[config.mk]
export PLATFORM = sky130hd
export DESIGN_NAME = pll_lock_supervisor
export DESIGN_NICKNAME = d
export VERILOG_FILES = /design/src/rtl/pll_sup_pkg.sv /design/src/rtl/sync_2ff.sv /design/src/rtl/pll_lock_supervisor.sv
export SDC_FILE = /design/constraint.sdc
export NUM_CORES = 1
export LEC_CHECK = 0
export ABC_AREA = 1
export CAP_MARGIN = 20
export CORE_MARGIN = 4
export CORE_UTILIZATION = 40
export DETAILED_ROUTE_END_ITERATION = 7
export GPL_TIMING_DRIVEN = 0
export HOLD_SLACK_MARGIN = 0.1
export PLACE_DENSITY = 0.58
export SLEW_MARGIN = 0
export SYNTH_ARGS = -nofsm -noshare
export SYNTH_HDL_FRONTEND = slang
export SYNTH_SLANG_ARGS = --single-unit
[constraint.sdc]
create_clock -name clkin -period 3.4 [get_ports clkin]
set_input_delay 0.68 -clock clkin [delete_from_list [all_inputs] [get_ports clkin]]
set_output_delay 0.68 -clock clkin [all_outputs]
set_load 0.05 [all_outputs]
[src/rtl/pll_sup_pkg.sv]
// Shared types and helpers for the PLL lock supervisor: FSM encoding,
// output bundle decoding and the saturating lock-loss counter step.
package pll_sup_pkg;

    typedef enum logic [2:0] {
        ST_RESET     = 3'd0,
        ST_WAIT_LOCK = 3'd1,
        ST_STABILIZE = 3'd2,
        ST_RUN       = 3'd3,
        ST_FAULT     = 3'd4
    } state_t;

    localparam logic [7:0] LOST_MAX = 8'd255;

    typedef struct packed {
        logic pll_reset;
        logic clk_ok;
        logic fault;
    } outs_t;

    function automatic outs_t decode_outs(input state_t st);
        outs_t o;
        o = '0;
        case (st)
            ST_RESET:     o.pll_reset = 1'b1;
            ST_WAIT_LOCK: o.pll_reset = 1'b0;
            ST_STABILIZE: o.pll_reset = 1'b0;
            ST_RUN:       o.clk_ok    = 1'b1;
            ST_FAULT: begin
                o.pll_reset = 1'b1;
                o.fault     = 1'b1;
            end
            default:      o.pll_reset = 1'b1;
        endcase
        return o;
    endfunction

    function automatic logic [7:0] sat_inc8(input logic [7:0] v);
        return (v == LOST_MAX) ? LOST_MAX : v + 8'd1;
    endfunction

endpackage

[src/rtl/sync_2ff.sv]
// Two-flop synchronizer for bringing asynchronous level signals into the
// local clock domain; reset clears both stages.
module sync_2ff #(
    parameter int WIDTH = 1
) (
    input  logic             clk,
    input  logic             rst_n,
    input  logic [WIDTH-1:0] d,
    output logic [WIDTH-1:0] q
);

    logic [WIDTH-1:0] meta_r;
    logic [WIDTH-1:0] sync_r;

    // metastability stage followed by the stable output stage
    always_ff @(posedge clk or negedge rst_n) begin
        if (!rst_n) begin
            meta_r <= '0;
            sync_r <= '0;
        end else begin
            meta_r <= d;
            sync_r <= meta_r;
        end
    end

    assign q = sync_r;

endmodule

[src/rtl/pll_lock_supervisor.sv]
// Sequences the PLL reset, qualifies the asynchronous lock into clk_ok,
// retries failed lock attempts and latches a fault once retries run out.
module pll_lock_supervisor
    import pll_sup_pkg::*;
#(
    parameter int RST_CYCLES    = 16,
    parameter int LOCK_TIMEOUT  = 2500000,
    parameter int STABLE_CYCLES = 1024,
    parameter int MAX_RETRY     = 3,
    parameter int CNT_W         = 22
) (
    input  logic       clkin,
    input  logic       resetn,
    input  logic       pll_lock,
    input  logic       relock_req,
    output logic       pll_reset,
    output logic       clk_ok,
    output logic       fault,
    output logic [7:0] lost_cnt,
    output logic [2:0] state
);

    localparam int RETRY_W = $clog2(MAX_RETRY + 1);

    localparam logic [CNT_W-1:0]   RST_LAST     = CNT_W'(RST_CYCLES - 1);
    localparam logic [CNT_W-1:0]   TIMEOUT_LAST = CNT_W'(LOCK_TIMEOUT - 1);
    localparam logic [CNT_W-1:0]   STABLE_DONE  = CNT_W'(STABLE_CYCLES);
    localparam logic [CNT_W-1:0]   CNT_MAX      = {CNT_W{1'b1}};
    localparam logic [RETRY_W-1:0] RETRY_LIMIT  = RETRY_W'(MAX_RETRY);

    logic               lock_s;
    state_t             state_r;
    state_t             next_state_s;
    logic [CNT_W-1:0]   cnt_r;
    logic               restart_s;
    logic [RETRY_W-1:0] retry_r;
    logic [RETRY_W-1:0] retry_next_s;
    logic [RETRY_W-1:0] retry_inc_s;
    logic               lost_inc_s;
    logic [7:0]         lost_r;
    outs_t              outs_next_s;
    outs_t              outs_r;

    sync_2ff #(
        .WIDTH (1)
    ) u_lock_sync (
        .clk   (clkin),
        .rst_n (resetn),
        .d     (pll_lock),
        .q     (lock_s)
    );

    assign retry_inc_s = retry_r + RETRY_W'(1);

    // state register
    always_ff @(posedge clkin or negedge resetn) begin
        if (!resetn) begin
            state_r <= ST_RESET;
        end else begin
            state_r <= next_state_s;
        end
    end

    // next-state, retry and lock-loss decisions; relock_req overrides everything
    always_comb begin
        next_state_s = state_r;
        retry_next_s = retry_r;
        lost_inc_s   = 1'b0;
        if (relock_req) begin
            next_state_s = ST_RESET;
            retry_next_s = '0;
        end else begin
            case (state_r)
                ST_RESET: begin
                    if (cnt_r == RST_LAST) begin
                        next_state_s = ST_WAIT_LOCK;
                    end else begin
                        next_state_s = ST_RESET;
                    end
                end
                ST_WAIT_LOCK: begin
                    if (lock_s) begin
                        next_state_s = ST_STABILIZE;
                    end else if (cnt_r == TIMEOUT_LAST) begin
                        retry_next_s = retry_inc_s;
                        if (retry_inc_s == RETRY_LIMIT) begin
                            next_state_s = ST_FAULT;
                        end else begin
                            next_state_s = ST_RESET;
                        end
                    end else begin
                        next_state_s = ST_WAIT_LOCK;
                    end
                end
                ST_STABILIZE: begin
                    if (!lock_s) begin
                        next_state_s = ST_WAIT_LOCK;
                    end else if (cnt_r == STABLE_DONE) begin
                        next_state_s = ST_RUN;
                        retry_next_s = '0;
                    end else begin
                        next_state_s = ST_STABILIZE;
                    end
                end
                ST_RUN: begin
                    if (!lock_s) begin
                        next_state_s = ST_RESET;
                        lost_inc_s   = 1'b1;
                    end else begin
                        next_state_s = ST_RUN;
                    end
                end
                ST_FAULT: next_state_s = ST_FAULT;
                default:  next_state_s = ST_RESET;
            endcase
        end
    end

    // output decode from the upcoming state so the output flops line up with state_r
    always_comb begin
        outs_next_s = decode_outs(next_state_s);
    end

    // any state entry, including a repeated relock request, restarts the shared counter
    assign restart_s = (next_state_s != state_r) || relock_req;

    // shared cycle counter, held at its maximum in the long-lived states
    always_ff @(posedge clkin or negedge resetn) begin
        if (!resetn) begin
            cnt_r <= '0;
        end else if (restart_s) begin
            cnt_r <= '0;
        end else if (cnt_r != CNT_MAX) begin
            cnt_r <= cnt_r + CNT_W'(1);
        end else begin
            cnt_r <= cnt_r;
        end
    end

    // retry bookkeeping and saturating lock-loss count
    always_ff @(posedge clkin or negedge resetn) begin
        if (!resetn) begin
            retry_r <= '0;
            lost_r  <= 8'd0;
        end else begin
            retry_r <= retry_next_s;
            if (lost_inc_s) begin
                lost_r <= sat_inc8(lost_r);
            end else begin
                lost_r <= lost_r;
            end
        end
    end

    // registered outputs; reset holds the PLL in reset with clk_ok low
    always_ff @(posedge clkin or negedge resetn) begin
        if (!resetn) begin
            outs_r <= '{pll_reset: 1'b1, clk_ok: 1'b0, fault: 1'b0};
        end else begin
            outs_r <= outs_next_s;
        end
    end

    assign pll_reset = outs_r.pll_reset;
    assign clk_ok    = outs_r.clk_ok;
    assign fault     = outs_r.fault;
    assign lost_cnt  = lost_r;
    assign state     = state_r;

endmodule

Word level (Yosys, flattened, before mapping)
Index checks and enable logic that the tools add are counted.
{ "totals": {"inputBits": 4, "regBits": 40, "out_inout_bits": 14, "word_cells": 61} }
{ "op_classes": {"reduce_logical": 6, "n_addsub": 3, "muxes": 24, "n_eq_ne": 19} }
{ "ops": {"columns": ["cell", "n"], "rows": [
  ["22-bit 2-to-1 mux", 2],
  ["22-bit by 1-bit adder with 22-bit output (second input constant)", 1],
  ["22-bit by 11-bit == test with 1-bit output (second input constant)", 1],
  ["22-bit == test (second input constant)", 1],
  ["22-bit by 4-bit == test with 1-bit output (second input constant)", 1],
  ["22-bit != test (second input constant)", 1],
  ["3-bit case mux with 5 select lines", 1],
  ["2-bit 2-to-1 mux", 7],
  ["3-bit by 2-bit == test with 1-bit output (second input constant)", 4],
  ["3-bit 2-to-1 mux", 4],
  ["3-bit != test (second input constant)", 3],
  ["8-bit by 1-bit adder with 8-bit output (second input constant)", 1],
  ["8-bit == test (second input constant)", 1],
  ["1-bit 2-to-1 mux", 8],
  ["8-bit 2-to-1 mux", 1],
  ["3-bit by 1-bit == test with 1-bit output (second input constant)", 2],
  ["3-bit == test (second input constant)", 2],
  ["5-bit AND reduction", 1],
  ["2-bit case mux with 2 select lines", 1],
  ["3-bit logical NOT", 1],
  ["3-bit by 2-bit != test with 1-bit output (second input constant)", 1],
  ["3-bit != test", 1],
  ["3-bit nonzero test", 1],
  ["3-bit OR reduction", 1],
  ["other kinds (4)", 4]
]} }

Longest topological paths before layout
Gate-level depths: netlist of the first run.
{ "depth": {"depth_word": 10, "ltp_mapped": 13, "depth_no_buf": 12} }

By module
A second synthesis of the first run with hierarchy kept.
{ "unflattened": {"hier_cells": 337, "hier_area_um2": 2504.9} }
{ "by_module_without_submodules": {"columns": ["mod", "area_per_inst_um2", "instances", "cells_each", "seq_area_each_um2"], "rows": [
  ["pll_lock_supervisor", 2454.9, 1, 335, 952.2],
  ["sync_2ff", 50.0, 1, 2, 50.0]
]} }

Worst setup path before layout of the first run
Ideal clock, no wire load.
{ "synth_path": {"kind": "register to register", "start": "register state_r[0], in the netlist state[0]", "end": "register lost_r[5], in the netlist lost_cnt[5]", "setup_ns": 0.122, "t_required_ns": 3.278, "arrival_time_ns": 1.753, "slack_ns": 1.525, "n_path_buf": 0, "period_less_slack_ns": 1.875, "path_stages_with_launch": 8, "cell_sequence": "dfrtp_1 nand3_1 nor3_2 nand4_1 nor2_1 nand2_1 xor2_1 nand2_1"} }
{ "synth_between": {"elab_chain_cells": 3} }
{ "synth_lines": {"columns": ["item", "line", "rtl"], "rows": [
  ["start, declared", "pll_lock_supervisor.sv:32", "state_t state_r;"],
  ["start signal, assigned", "pll_lock_supervisor.sv:60", "state_r <= next_state_s;"],
  ["3-bit by 2-bit == test with 1-bit output", "pll_lock_supervisor.sv:73", "case (state_r)"],
  ["1-bit 2-to-1 mux", "pll_lock_supervisor.sv:73", null],
  ["1-bit 2-to-1 mux", "pll_lock_supervisor.sv:69", "if (relock_req) begin"],
  ["end signal, assigned", "pll_lock_supervisor.sv:148", "lost_r <= sat_inc8(lost_r);"],
  ["end signal, assigned", "pll_lock_supervisor.sv:150", "lost_r <= lost_r;"],
  ["end, declared", "pll_lock_supervisor.sv:40", "logic [7:0] lost_r;"]
]} }
Every way passes these cells.
A chain may end at the register's enable or synchronous reset.

Worst setup path after layout of the first run
{ "layout_path": {"start": "register state_r[0], in the netlist state[0]", "end": "output port state[0]"} }
{ "layout_rtl": {"columns": ["item", "line", "rtl"], "rows": [
  ["end, declared", "pll_lock_supervisor.sv:20", "output logic [2:0] state"]
]} }
No word-level cell between the ends.

==> results of run 1 <==
==> sequential cells by signal, summed over array words and instances, names as in the netlist <==
register	count
clk_ok	1
retry_r	2
pll_reset	1
u_lock_sync.q	1
cnt_r	22
state	3
u_lock_sync.meta_r	1
lost_cnt	8
fault	1
==> cell usage in the layout (no fill, tap or decap), types with 8 or more instances in the layout <==
| cell | n |
|---|---|
| sky130_fd_sc_hd__o21ai_0 | 13 |
| sky130_fd_sc_hd__nand2_1 | 60 |
| sky130_fd_sc_hd__nor2_2 | 19 |
| sky130_fd_sc_hd__inv_1 | 46 |
| sky130_fd_sc_hd__xor2_1 | 12 |
| sky130_fd_sc_hd__nand3_1 | 28 |
| sky130_fd_sc_hd__clkdlybuf4s50_1 | 16 |
| sky130_fd_sc_hd__dfrtp_1 | 39 |
| sky130_fd_sc_hd__nand4_1 | 8 |
| sky130_fd_sc_hd__nor2_1 | 57 |
==> per-stage QoR <==
stage | power (µW) | instances | worst slack [ns] | instance area [µm²] | util [%]
global placement | 569 | 423 | 0.593 | 2740 | 46.0
floorplan | 543 | 331 | 1.52 | 2480 | -
CTS | 964 | 432 | 1.09 | 2860 | 48.1
finish | 948 | 432 | 1.10 | 2860 | 48.1
detailed placement | 572 | 424 | 1.03 | 2760 | 46.3
global route | 999 | 432 | 1.03 | 2860 | 48.1
==> power groups by stage <==
stage          Clock, µW  Combinational (µW)  Sequential (µW)
2_1_floorplan          0                35.1              508
3_3_place_gp           0                66.0              503
3_5_place_dp           0                69.4              503
4_1_cts              401                70.1              493
5_1_grt              426                77.6              495
6_report             387                67.6              493
==> layout make-up <==
| class | count | area [µm²] | share of cell area (%) |
|---|---|---|---|
| repair buffers | 18 | 185 | 6.47 |
| well taps | 75 | 93.8 | 3.28 |
| clock buffers | 6 | 72.6 | 2.53 |
| multi-input cells | 236 | 1240 | 43.3 |
| plain buffers | 7 | 55.1 | 1.92 |
| clock inverters | 2 | 35.0 | 1.22 |
| flip-flops and latches | 40 | 1000 | 35.0 |
| inverters | 48 | 180 | 6.29 |
==> layer usage <==
| metal | routed length (µm) | part of all wire (%) | up-vias | global-route usage, % |
|---|---|---|---|---|
| li1 | - | - | 1091 | - |
| met1 | 2460 | 48 | 957 | 20.2 |
| met2 | 2400 | 46 | 45 | 26.3 |
| met3 | 214 | 4.1 | 10 | 3.23 |
| met4 | 89 | 1.7 | 0 | 5.67 |
| met5 | 0 | 0 | - | 0 |
==> final timing paths <==
| path | startpoint | endpoint | slack, ns | depth (start not counted) |
|---|---|---|---|---|
| setup / recovery | state[0] | state[0] | 1.10 | 1 |
| hold / removal | resetn | lost_cnt[3] | 0.16 | 1 |
| setup reg to reg | cnt_r[1] | cnt_r[10] | 1.45 | 9 |
| hold reg to reg | u_lock_sync.meta_r | u_lock_sync.q | 0.35 | 0 |
| max in group asynchronous | resetn | pll_reset | 2.80 | 2 |
| min in group clkin | u_lock_sync.meta_r | u_lock_sync.q | 0.35 | 0 |
==> cell families (layout without fill, tap and decap cells) <==
| kind of cell | after synthesis | count (layout) | share of synthesized area (%) |
|---|---|---|---|
| buf+inv | 55 | 81 | 9.50 |
| simple gates | 194 | 194 | 37.2 |
| flops | 40 | 40 | 40.5 |
| compound gates | 23 | 23 | 5.46 |
| xor+xnor | 15 | 15 | 5.31 |
| fa+ha+maj | 4 | 4 | 2.02 |
==> impl_summary.txt, run 1 <==
----------------------------------------------------
[Power and ir drop]
  Fraction of power spent switching nets ... 23.2%
  Max VDD drop ... 0.000205 V
  Share of total power in sequential cells ... 52.0%
  Areal power density over the cells ... 331 nW/µm²
  Leak ... 0.00128 µW
  Internal power of the cells ... 729 µW
  Sw Pwr ... 220 µW
  Clock Power Share ... 40.9%
  Proportion of power drawn by combinational gates ... 7.1%

[Clock network]
  Total clock sinks ... 40
  Setup bufs post-CTS ... 0
  CTS tree ... built
  Cts bufs inserted ... 5
  Register clock-pin slew on the reported worst setup and hold paths ... 0.08 ns
  Count of cells resized by post-cts repair ... 0
  Longest Clk Path Bufs ... 2
  Hold buffer count at CTS ... 0
  Clock root cell ... sky130_fd_sc_hd__clkbuf_8
  Clk_lat worst skew ... 0.30 ns
  H-tree Lvls ... 2

[STA]
  Number of failing setup endpoints in the final timing report ... 0
  Crit share post-route ... 67.7%
  Transition at the pin with the smallest max-transition slack ... 0.509 ns
  Worst hold-check slack ... 0.162 ns
  Slew Viols, Final ... 0
  Shortest period the worst path allows ... 2.30 ns
  Setup repair after global routing missed its margin ... false
  Final Hold Viols ... 0
  Total Negative Setup Slacks ... 0 ns
  Headroom to the max-slew limit ... 66.0%
  Peak clock frequency supported by timing ... 434 MHz
  Final setup skew ... 0.00757 ns

[Cells and area]
  Filler instances ... 609
  Final-stage net count ... 364
  Diode insertion count for antenna repair ... 0
  Area growth syn-to-layout ... 15.6%
  Fraction of final layout cells sized beyond drive strength 1 ... 13.4%

[Floorplan]
  Die outline height ... 86.7 µm
  Core Region ... 5960 µm²
  FP Rows ... 28
  Total Die Area ... 7510 µm²
  I/O pin count ... 18
  Horiz. Die Dim ... 86.7 µm
  Effective utilization at floorplan ... 41.6%

[Global route]
  Vias in the first global route ... 2,100
  Maximum number of pins on one net before global-route repair ... 40
  First-pass GRT wire length ... 9.46 mm
  Tot GR Track Use ... 15.8%
  Overflow left after global routing ... 0
  Initial antenna violation count ... 0

[Critical path]
  Worst-path cell chain ... clkdlybuf4s50_1
  Worst Setup End Kind ... primary output
  Crit path buf inv count ... 1
  Critical path peak fanout ... 7
  Worst Path Arrival ... 1.62 ns
  Critical Path Source Type ... flop
  Top Family by Delay on Critical Path ... buffers and inverters
  Critical path class ... reg2out
  Crit-path max cell delay ... 0.85 ns
  Required time reported for the critical path endpoint ... 2.72 ns
  CP max stage cell ... sky130_fd_sc_hd__clkdlybuf4s50_1

[Synth]
  Number of unique standard cell types used by synthesis ... 34
  Biggest area contributors in the synthesized netlist ... sky130_fd_sc_hd__dfrtp_1, sky130_fd_sc_hd__nand2_1, sky130_fd_sc_hd__nor2_1
  Count of flip-flops with a built-in enable after synthesis ... 0
  Total nets after synthesis ... 339
  Flops & latches, synth ... 40
  Synth Instances ... 331
  Top flip-flop cell by instance count after synthesis ... sky130_fd_sc_hd__dfrtp_1
  Ranking of synthesized cells by instance count ... sky130_fd_sc_hd__nand2_1, sky130_fd_sc_hd__nor2_1, sky130_fd_sc_hd__inv_1
  Library cell occupying the most area in the post-synthesis netlist ... sky130_fd_sc_hd__dfrtp_1
  Sequential share of the synthesized area ... 40.5%
  Share of the synthesized area in the top cell type ... 39.4%
  Mean cell area of the mapped netlist ... 7.48 µm²
  Number of synthesis warnings ... 0
  Most common cell in the synthesized netlist ... sky130_fd_sc_hd__nand2_1
  Combined area of all synthesized cells ... 2480 µm²
  Fraction of synthesis flops using an asynchronous set or reset pin ... 100%

[Detailed routing]
  Post-detailed-route count of antenna-violating nets ... 0
  Initial DRC Count ... 105
  DRC violation count after routing ... 0
  Total Routed Length ... 5.16 mm
  Drt wl/cell ... 11.9 µm
  Total via count in the routed design ... 2,103
  First drt pass iteration count ... 4
  Via/cell ratio ... 4.87

[Placed design]
  Number of port buffers ... 17
  Global placer's final weighted congestion ... 0.846
  Estimated wirelength of the detail-placed design ... 3.88 mm

[Hold path]
  Worst min-delay path class ... in2async

[Job]
  Max-capacitance violation count ... 0

[Run status]
  Status ... complete, no violations

----------------------------------------------------
No activity file was read; power rests on OpenSTA's default activity.
==> run 2: changes to the inputs <==
Clock period 3.4 ns to 2.3 ns, I/O delays scaled along.
==> run 2 against run 1 <==
Cell count up 0.23%. Wire length rose by 0.17%. Design area up 0.35%. Clock-buffer cell count is the same. Die area is the same. Combinational power up 49%. Sequential power is 48% higher. Register-to-register slack worse by 1.1 ns. Global-route usage is essentially flat. Via count about the same. Clock skew did not move. Sequential share of layout area shrank 0.12 points.
==> impl_summary.txt, run 2 (synthesis gave the netlist of run 1 again) <==
----------------------------------------------------
[Critical path]
  Worst-case reg-to-reg path depth ... 9 (unchanged)
  Worst Setup End Kind ... primary output (unchanged)
  Worst-path cell chain ... clkdlybuf4s50_1 (unchanged)
  Crit path buf inv count ... 1 (unchanged)
  Required time reported for the critical path endpoint ... 1.84 ns (was 2.72 ns)
  Top Family by Delay on Critical Path ... buffers and inverters (unchanged)
  CP max stage cell ... sky130_fd_sc_hd__clkdlybuf4s50_1 (unchanged)
  Critical path class ... reg2out (unchanged)
  Startpoint of the most critical register-to-register path ... cnt_r[1] (unchanged)
  Worst Path Arrival ... 1.62 ns (about the same)
  Critical path peak fanout ... 7 (unchanged)
  Critical Path Source Type ... flop (unchanged)
  Crit-path max cell delay ... 0.85 ns (about the same)
  Setup slack of the worst register-to-register path ... 0.35 ns (was 1.45 ns)
  End of the worst register-to-register path ... cnt_r[10] (unchanged)

[Placed design]
  Estimated wirelength of the detail-placed design ... 3.88 mm (unchanged)
  Number of placed instances with taps included ... 424 (unchanged)
  Number of port buffers ... 17 (unchanged)
  Global placer's final weighted congestion ... 0.846 (unchanged)

[Clock network]
  Setup bufs post-CTS ... 0 (unchanged)
  Cts bufs inserted ... 5 (unchanged)
  Total clock sinks ... 40 (unchanged)
  Longest Clk Path Bufs ... 2 (unchanged)
  Register clock-pin slew on the reported worst setup and hold paths ... 0.08 ns (about the same)
  CTS tree ... built (unchanged)
  H-tree Lvls ... 2 (unchanged)
  Clk_lat worst skew ... 0.30 ns (about the same)
  Clock root cell ... sky130_fd_sc_hd__clkbuf_8 (unchanged)

[STA]
  Shortest period the worst path allows ... 2.08 ns
  Transition at the pin with the smallest max-transition slack ... 0.509 ns (unchanged)
  Final setup skew ... 0.00757 ns (unchanged)
  Final Hold Viols ... 0 (unchanged)
  Headroom to the max-slew limit ... 66.0% (unchanged)
  Setup repair after global routing missed its margin ... false (unchanged)
  Peak clock frequency supported by timing ... 480 MHz
  Crit share post-route ... 90.6%
  Number of failing setup endpoints in the final timing report ... 0 (unchanged)
  Slew Viols, Final ... 0 (unchanged)

[Detailed routing]
  DRC violation count after routing ... 0 (unchanged)
  Initial DRC Count ... 109 (was 105)
  Drt wl/cell ... 11.9 µm (about the same)
  Post-detailed-route count of antenna-violating nets ... 0 (unchanged)
  Total Routed Length ... 5.17 mm (was 5.16 mm)
  Total via count in the routed design ... 2,105 (was 2,103)
  First drt pass iteration count ... 4 (unchanged)
  Via/cell ratio ... 4.86 (was 4.87)

[Hold path]
  Hold Path Depth ... 0
  WHS Endpoint ... u_lock_sync.q
  Startpoint of the tightest hold check path ... u_lock_sync.meta_r
  Worst min-delay path class ... reg2reg (was in2async)

[Global route]
  Vias in the first global route ... 2,112 (was 2,100)
  Maximum number of pins on one net before global-route repair ... 40 (unchanged)
  Tot GR Track Use ... 15.8% (about the same)
  Initial antenna violation count ... 0 (unchanged)
  Overflow left after global routing ... 0 (unchanged)
  First-pass GRT wire length ... 9.49 mm (was 9.46 mm)

[Floorplan]
  I/O pin count ... 18 (unchanged)
  Core Region ... 5960 µm² (unchanged)
  Total Die Area ... 7510 µm² (unchanged)
  Die outline height ... 86.7 µm (unchanged)
  Horiz. Die Dim ... 86.7 µm (unchanged)
  FP Rows ... 28 (unchanged)
  Effective utilization at floorplan ... 41.6% (unchanged)

[Power and ir drop]
  Share of total power in sequential cells ... 52.0% (about the same)
  Internal power of the cells ... 1080 µW (was 729 µW)
  Areal power density over the cells ... 488 nW/µm² (was 331 nW/µm²)
  Sw Pwr ... 325 µW (was 220 µW)
  Proportion of power drawn by combinational gates ... 7.2% (was 7.1%)
  Leak ... 0.00128 µW (about the same)
  Clock Power Share ... 40.8% (was 40.9%)
  Max VDD drop ... 0.000302 V (was 0.000205 V)
  Fraction of power spent switching nets ... 23.2% (about the same)

[Cells and area]
  Top reg by flops ... cnt_r (unchanged)
  Max reg flops ... 22 (unchanged)
  Leading cell type in the layout, fill and taps excluded ... sky130_fd_sc_hd__nand2_1 (unchanged)
  Final-stage net count ... 365 (was 364)
  Fraction of final layout cells sized beyond drive strength 1 ... 13.4% (about the same)
  Filler instances ... 608 (was 609)
  Diode insertion count for antenna repair ... 0 (unchanged)
  Most frequent cells in the layout ... sky130_fd_sc_hd__nand2_1, sky130_fd_sc_hd__nor2_1, sky130_fd_sc_hd__inv_1 (unchanged)
  Area growth syn-to-layout ... 16.0% (was 15.6%)
  Post-route core utilization ... 48.2% (was 48.1%)
  Non-filler instance count after layout ... 433 (was 432)

[Run status]
  Status ... complete, no violations (unchanged)

[Job]
  Max-capacitance violation count ... 0 (unchanged)

----------------------------------------------------
run 2: changes by cell type in the layout (fill, tap and decap cells not counted), sizes merged:
cell,previous run,this run
dlygate4sd3,0,1
run 2: how the worst max path moves through the flow:
| stage | to | slack, ns | cells past startpoint | from |
|---|---|---|---|---|
| after floorplan | lost_cnt[5] | 0.42 | 7 | state[0] |
| after global placement | cnt_r[16] | -0.29 | 1 | resetn |
| after detailed placement | lost_cnt[5] | 0.15 | 7 | relock_req |
| after CTS | state[0] | 0.21 | 1 | state[0] |
| after global routing | cnt_r[19] | 0.13 | 9 | cnt_r[1] |
| final | state[0] | 0.22 | 1 | state[0] |
run 2: what timing repair did:
action                                  4_1_cts  5_1_grt
hold buffers                                  1        0
hold endpoints to repair                      1        0
gates resized for setup                       0        0
endpoints found under the setup margin        0        0
run 2: metrics by stage:
step                hold slack (ns)  TNS (ns)  area (µm²)  total power (µW)  setup WS (ns)
global route                  0.365         0        2870              1480          0.129
floorplan                     0.164         0        2480               803          0.425
detailed placement            0.259         0        2760               846          0.145
CTS                           0.354         0        2870              1430          0.211
finish                        0.352         0        2870              1400          0.217
global placement              0.332    -11.13        2740               841         -0.287
run 2: power by group through the flow:
stage | clock [µW] | combinational [µW] | sequential, µW
after floorplan | 0 | 51.9 | 751
after global placement | 0 | 97.6 | 743
after detailed placement | 0 | 103 | 744
after CTS | 592 | 105 | 729
after global routing | 630 | 116 | 732
final | 573 | 101 | 729
run 2: per-layer routing:
| layer | vias to the layer above | track usage (%) | wire length (µm) |
|---|---|---|---|
| met5 | - | 0 | 0 |
| met4 | 0 | 5.67 | 89 |
| met2 | 43 | 26.4 | 2400 |
| li1 | 1093 | - | - |
| met3 | 10 | 3.23 | 202 |
| met1 | 959 | 20.2 | 2470 |
run 2: final cells by class:
type                            count  area, µm²  area share [%]
Buffer                              7       55.1            1.92
Inverter                           48        180            6.27
Multi-Input combinational cell    236       1240            43.1
Tap cell                           75       93.8            3.27
Timing Repair Buffer               19        195            6.79
Sequential cell                    40       1000            34.9
Clock buffer                        6       72.6            2.53
Clock inverter                      2       35.0            1.22
